**config.mk**
```make
export PLATFORM = sky130hd
export DESIGN_NAME = audio_pwm_dac
export DESIGN_NICKNAME = d
export VERILOG_FILES = /design/src/rtl/audio_pkg.sv /design/src/rtl/sd_mod1.sv /design/src/rtl/audio_pwm_dac.sv
export SDC_FILE = /design/constraint.sdc
export NUM_CORES = 1
export LEC_CHECK = 0
export CAP_MARGIN = 20
export CELL_PAD_IN_SITES_DETAIL_PLACEMENT = 2
export CELL_PAD_IN_SITES_GLOBAL_PLACEMENT = 2
export CORE_MARGIN = 2
export CORE_UTILIZATION = 43
export DETAILED_ROUTE_END_ITERATION = 8
export PLACE_DENSITY_LB_ADDON = 0.1
export SLEW_MARGIN = 0
export SYNTH_ARGS = -nofsm -noshare
export SYNTH_HDL_FRONTEND = slang
export SYNTH_SLANG_ARGS = --single-unit
```
**constraint.sdc**
```tcl
create_clock -name clk_8m -period 3 [get_ports clk_8m]
set_clock_uncertainty 0.15 [all_clocks]
set_input_delay 0.75 -clock clk_8m [delete_from_list [all_inputs] [get_ports clk_8m]]
set_output_delay 0.75 -clock clk_8m [all_outputs]
set_load 0.01 [all_outputs]
```
**src/rtl/audio_pkg.sv**
```systemverilog
// Shared constants and types for the audio output path.
package audio_pkg;

    localparam int AUDIO_W = 8;
    localparam logic [AUDIO_W-1:0] AUDIO_MID = 8'h80;
    localparam int DEF_SAMPLE_DIV = 256;
    localparam int DEF_FIFO_DEPTH = 4;

    typedef struct packed {
        logic [AUDIO_W-1:0] l;
        logic [AUDIO_W-1:0] r;
    } stereo_t;

endpackage

```
**src/rtl/sd_mod1.sv**
```systemverilog
// First-order sigma-delta modulator: emits s ones per 2^WIDTH cycles as a 1-bit stream.
module sd_mod1
    import audio_pkg::*;
#(
    parameter int WIDTH = AUDIO_W
)
(
    input  logic             clk_8m,
    input  logic             rst_n,
    input  logic             enable,
    input  logic [WIDTH-1:0] s,
    output logic             pwm
);

    logic [WIDTH-1:0] acc_q, acc_d;
    logic             pwm_q, pwm_d;
    logic [WIDTH:0]   sum_s;

    // Accumulate and take the carry; a disabled modulator parks at zero phase.
    always_comb begin
        sum_s = {1'b0, acc_q} + {1'b0, s};
        if (enable) begin
            acc_d = sum_s[WIDTH-1:0];
            pwm_d = sum_s[WIDTH];
        end else begin
            acc_d = {WIDTH{1'b0}};
            pwm_d = 1'b0;
        end
    end

    // Accumulator and output bit registers.
    always_ff @(posedge clk_8m or negedge rst_n) begin
        if (!rst_n) begin
            acc_q <= {WIDTH{1'b0}};
            pwm_q <= 1'b0;
        end else begin
            acc_q <= acc_d;
            pwm_q <= pwm_d;
        end
    end

    assign pwm = pwm_q;

endmodule

```
**src/rtl/audio_pwm_dac.sv**
```systemverilog
// Stereo PWM audio stage: sample FIFO, sample-period divider and two sigma-delta modulators.
module audio_pwm_dac
    import audio_pkg::*;
#(
    parameter int WIDTH      = AUDIO_W,
    parameter int SAMPLE_DIV = DEF_SAMPLE_DIV,
    parameter int FIFO_DEPTH = DEF_FIFO_DEPTH
)
(
    input  logic                          clk_8m,
    input  logic                          rst_n,
    input  logic [WIDTH-1:0]              in_l,
    input  logic [WIDTH-1:0]              in_r,
    input  logic                          in_valid,
    output logic                          in_ready,
    input  logic                          enable,
    input  logic                          mute,
    output logic                          pwm_l,
    output logic                          pwm_r,
    output logic                          underrun,
    output logic [$clog2(FIFO_DEPTH):0]   fifo_level
);

    localparam int PW = $clog2(FIFO_DEPTH);
    localparam int CW = PW + 1;
    localparam int DW = $clog2(SAMPLE_DIV);
    localparam logic [DW-1:0]    DIV_LAST = DW'(SAMPLE_DIV - 1);
    localparam logic [CW-1:0]    DEPTH_C  = CW'(FIFO_DEPTH);
    localparam logic [WIDTH-1:0] MID      = {1'b1, {(WIDTH-1){1'b0}}};

    typedef struct packed {
        logic [WIDTH-1:0] l;
        logic [WIDTH-1:0] r;
    } pair_t;

    pair_t            mem_q [FIFO_DEPTH];
    pair_t            mem_d [FIFO_DEPTH];
    logic [PW-1:0]    wr_ptr_q, wr_ptr_d, rd_ptr_q, rd_ptr_d;
    logic [CW-1:0]    count_q, count_d;
    logic [DW-1:0]    div_q, div_d;
    logic [WIDTH-1:0] cur_l_q, cur_l_d, cur_r_q, cur_r_d;
    logic             tick_s, push_s, pop_s;
    logic [WIDTH-1:0] mod_l_s, mod_r_s;

    // FIFO bookkeeping, sample-period divider and current-sample update.
    always_comb begin
        tick_s   = enable && (div_q == DIV_LAST);
        push_s   = in_valid && (count_q < DEPTH_C);
        pop_s    = tick_s && (count_q != {CW{1'b0}});
        mem_d    = mem_q;
        wr_ptr_d = wr_ptr_q;
        rd_ptr_d = rd_ptr_q;
        cur_l_d  = cur_l_q;
        cur_r_d  = cur_r_q;
        if (push_s) begin
            mem_d[wr_ptr_q] = '{l: in_l, r: in_r};
            wr_ptr_d        = wr_ptr_q + PW'(1);
        end else begin
            wr_ptr_d = wr_ptr_q;
        end
        if (pop_s) begin
            cur_l_d  = mem_q[rd_ptr_q].l;
            cur_r_d  = mem_q[rd_ptr_q].r;
            rd_ptr_d = rd_ptr_q + PW'(1);
        end else begin
            rd_ptr_d = rd_ptr_q;
        end
        case ({push_s, pop_s})
            2'b10:   count_d = count_q + CW'(1);
            2'b01:   count_d = count_q - CW'(1);
            default: count_d = count_q;
        endcase
        if (!enable) begin
            div_d = {DW{1'b0}};
        end else if (tick_s) begin
            div_d = {DW{1'b0}};
        end else begin
            div_d = div_q + DW'(1);
        end
    end

    // State registers; reset empties the FIFO and parks the outputs at midscale.
    always_ff @(posedge clk_8m or negedge rst_n) begin
        if (!rst_n) begin
            for (int i = 0; i < FIFO_DEPTH; i++) begin
                mem_q[i] <= '0;
            end
            wr_ptr_q <= {PW{1'b0}};
            rd_ptr_q <= {PW{1'b0}};
            count_q  <= {CW{1'b0}};
            div_q    <= {DW{1'b0}};
            cur_l_q  <= MID;
            cur_r_q  <= MID;
        end else begin
            mem_q    <= mem_d;
            wr_ptr_q <= wr_ptr_d;
            rd_ptr_q <= rd_ptr_d;
            count_q  <= count_d;
            div_q    <= div_d;
            cur_l_q  <= cur_l_d;
            cur_r_q  <= cur_r_d;
        end
    end

    assign in_ready   = (count_q < DEPTH_C);
    assign underrun   = tick_s && (count_q == {CW{1'b0}});
    assign fifo_level = count_q;
    assign mod_l_s    = mute ? MID : cur_l_q;
    assign mod_r_s    = mute ? MID : cur_r_q;

    sd_mod1 #(.WIDTH(WIDTH)) u_mod_l (
        .clk_8m (clk_8m),
        .rst_n  (rst_n),
        .enable (enable),
        .s      (mod_l_s),
        .pwm    (pwm_l)
    );

    sd_mod1 #(.WIDTH(WIDTH)) u_mod_r (
        .clk_8m (clk_8m),
        .rst_n  (rst_n),
        .enable (enable),
        .s      (mod_r_s),
        .pwm    (pwm_r)
    );

endmodule
```
==> reports/results.txt <==
status: finished clean
Root Buffer: clkbuf_16
fraction of the cycle the final worst path needs: 93.1%
Sw Share: 27.7%
Die H: 117 um
Sum Neg Setup Slack: 0 ps
deepest clock path buffer count: 2
fin nets: 511
synthesized flop and latch total: 113
Synth area leaders: dfrtp_1 (51%), mux2_2 (15%), ha_1 (5.0%), mux4_2 (4.5%), mux4_1 (2.4%)
mapped cell area: 5500 um^2
post-CTS setup buffers: 0
syn nets: 447
Slew headroom: 57.6%
Primary FF master, synth: dfrtp_1
Area Overhead vs Synth: 22.7%
IO Pins: 28
n_diodes: 0
Peak Freq: 358 MHz
Avg Synthesized Cell Area: 13.7 um^2
Critical Path Sink Type: flip-flop
vias in the first global route: 4198
drt via density: 5.35
Syn Inst Count: 401
Setup-failing EPs final: 0
register area share after synthesis: 51.5%
GR Util All Layers: 24.6%
yosys warns: 0
drt total wl: 14.9 mm
first-pass iteration count of the detailed router: 4
post-layout min period: 2790 ps
pwr/cell area: 822 nW/um^2
Slew @ Worst Pin: 636 ps
maximum vdd drop: 0.655 mV
Pleak: 0.00314 uW
vias: 3476
drt wl/cell: 23.0 um
max_cap viols: 0
Internal Power: 4010 uW
crit path kind: in2reg
hold_buf cts: 0
die width: 117 um
Unique masters post-synth: 46
share of layout cells above drive strength 1: 34.3%
row count: 41
startpoint class of the critical path: input pin
commonest non-fill, non-tap cell in the layout: dfrtp_1
crit-path max FO: 8
fillers: 1177
clk_lat worst skew: 420 ps
asr flop ratio synth: 100%
max-slew violations: 0
CP required: 3160 ps
most frequent cells in the layout: dfrtp_1 (111), mux2_2 (73), buf_4 (33), clkdlybuf4s50_1 (25), o21ai_0 (23)
core area: 12600 um^2
Initial DRC Count: 149
Worst Hold Margin: 201 ps
share of the synthesized area in the top cell type: 50.5%
placed wire-length estimate: 8.74 mm
worst path arrival time: 2950 ps
clock-pin slew on the worst setup and hold paths: 50 ps
die footprint: 13700 um^2
number of flops mapped to enable cells by yosys: 0
gp weighted congestion: 0.765
hold crit path type: in2async
RSZ-0062 raised after global routing: no
clock network fraction of design power: 36.3%
grt ovf: 0
TritonCTS buffer count: 17
sequential share of power: 41.7%
TritonCTS Sinks: 113
TritonCTS clock tree: yes
first-pass GRT wire length: 24.2 mm
sw power: 1540 uW
Starting Density: 43.7%
Final Hold Violating Endpoints: 0
PortBufs: 27
combinational group share of total power: 22.0%
H-tree Lvls: 4
Detail Route Antenna Nets: 0
antenna violations before repair: 0
# DRC: 0
Yosys top cell by area: dfrtp_1
largest net degree at the start of global routing: 53
[path summary, 6_finish.rpt]
kind	start	to	slack [ps]	cells past startpoint
max	mute	u_mod_r.pwm$_DFF_PN0_	210	8
min	rst_n	div_q[5]$_DFF_PN0_	200	1
max reg2reg	div_q[0]$_DFF_PN0_	fifo_level[2]$_DFFE_PN0P_	330	9
min reg2reg	div_q[0]$_DFF_PN0_	div_q[0]$_DFF_PN0_	330	1
max in group asynchronous	rst_n	cur_l_q[7]$_DFFE_PN1P_	1750	2
min in group clk_8m	div_q[0]$_DFF_PN0_	div_q[0]$_DFF_PN0_	330	1
[power by group through the flow]
stage,Combinational [uW],Sequential (uW),Clock [uW]
floorplan,828,2190,0
global placement,1090,2220,0
detailed placement,1180,2290,0
CTS,1250,2310,2060
global route,1330,2370,2120
finish,1220,2310,2010
[cells in the mapped netlist (4+ instances only)]
| cell type | count |
|---|---|
| nor2_1 | 18 |
| xnor2_1 | 5 |
| a21o_1 | 4 |
| mux4_2 | 11 |
| mux2_4 | 7 |
| mux2_2 | 73 |
| a21oi_1 | 6 |
| inv_1 | 10 |
| nor4b_1 | 4 |
| nand2_1 | 11 |
| mux4_1 | 5 |
| xor2_1 | 7 |
| buf_2 | 6 |
| a211oi_1 | 8 |
| ha_1 | 22 |
| nor2b_1 | 15 |
| clkbuf_1 | 5 |
| and2_1 | 9 |
| dfrtp_1 | 111 |
| o21ai_0 | 23 |
[worst max-delay path, cell delays in order]
cell,delay (ps)
clkdlybuf4s50_1,590
buf_4,200
nor2b_1,90
fa_1,460
a211oi_1,430
o21a_1,210
o21ai_0,90
o211a_1,130
[through the flow]
step	total power (uW)	cell area, um^2	utilization, %	setup WS (ps)	instances
6_report	5540	6740	53.6	206	650
5_1_grt	5820	6740	53.6	9.76	650
4_1_cts	5620	6740	53.6	45.2	650
3_5_place_dp	3470	6150	48.9	-219	618
3_3_place_gp	3320	6150	48.9	-105	618
2_1_floorplan	3010	5500	-	375	401
[area by class of cell]
type                    instances  area, um^2  area share [%]
clock buffers                  23         478            7.09
clock inverters                 9         106            1.58
inverters                      10        37.5           0.557
multi-input cells             263        2540            37.7
flip-flops and latches        113        2830            42.0
well taps                     172         215            3.19
repair buffers                 60         531            7.87
[state kept, by name (all words and copies together), names as in the netlist]
register,cells
cur_l_q,8
u_mod_r.acc_q,8
div_q,8
u_mod_l.acc_q,8
fifo_level,3
mem_q,64
rd_ptr_q,2
cur_r_q,8
u_mod_l.pwm,1
u_mod_r.pwm,1
wr_ptr_q,2
[cells by family (layout without fill, tap and decap cells)]
group / count (synthesis) / count (layout) / synth area share [%]
and+or+nand+nor: 76 / 76 / 7.85
muxes: 96 / 96 / 23.8
AOI/OAI and AO/OA: 53 / 53 / 6.08
xor gates and xnor gates: 13 / 13 / 2.21
adders and majority gates: 25 / 25 / 6.10
buffers and inverters: 25 / 102 / 2.48
DFF: 113 / 113 / 51.5
[what timing repair did]
action	4_1_cts	5_1_grt
gates resized for setup	1	2
pin swaps	0	0
endpoints found under the setup margin	1	2
hold endpoints to repair	0	0
[per-layer routing]
metal	vias up	track usage, %	routed length (um)
met5	-	0	0
met4	0	8.31	218
met3	18	5.66	319
met2	36	43.2	7940
met1	1839	30.0	6450
li1	1583	-	-
Note: power is estimated with default switching activity, not from simulation.
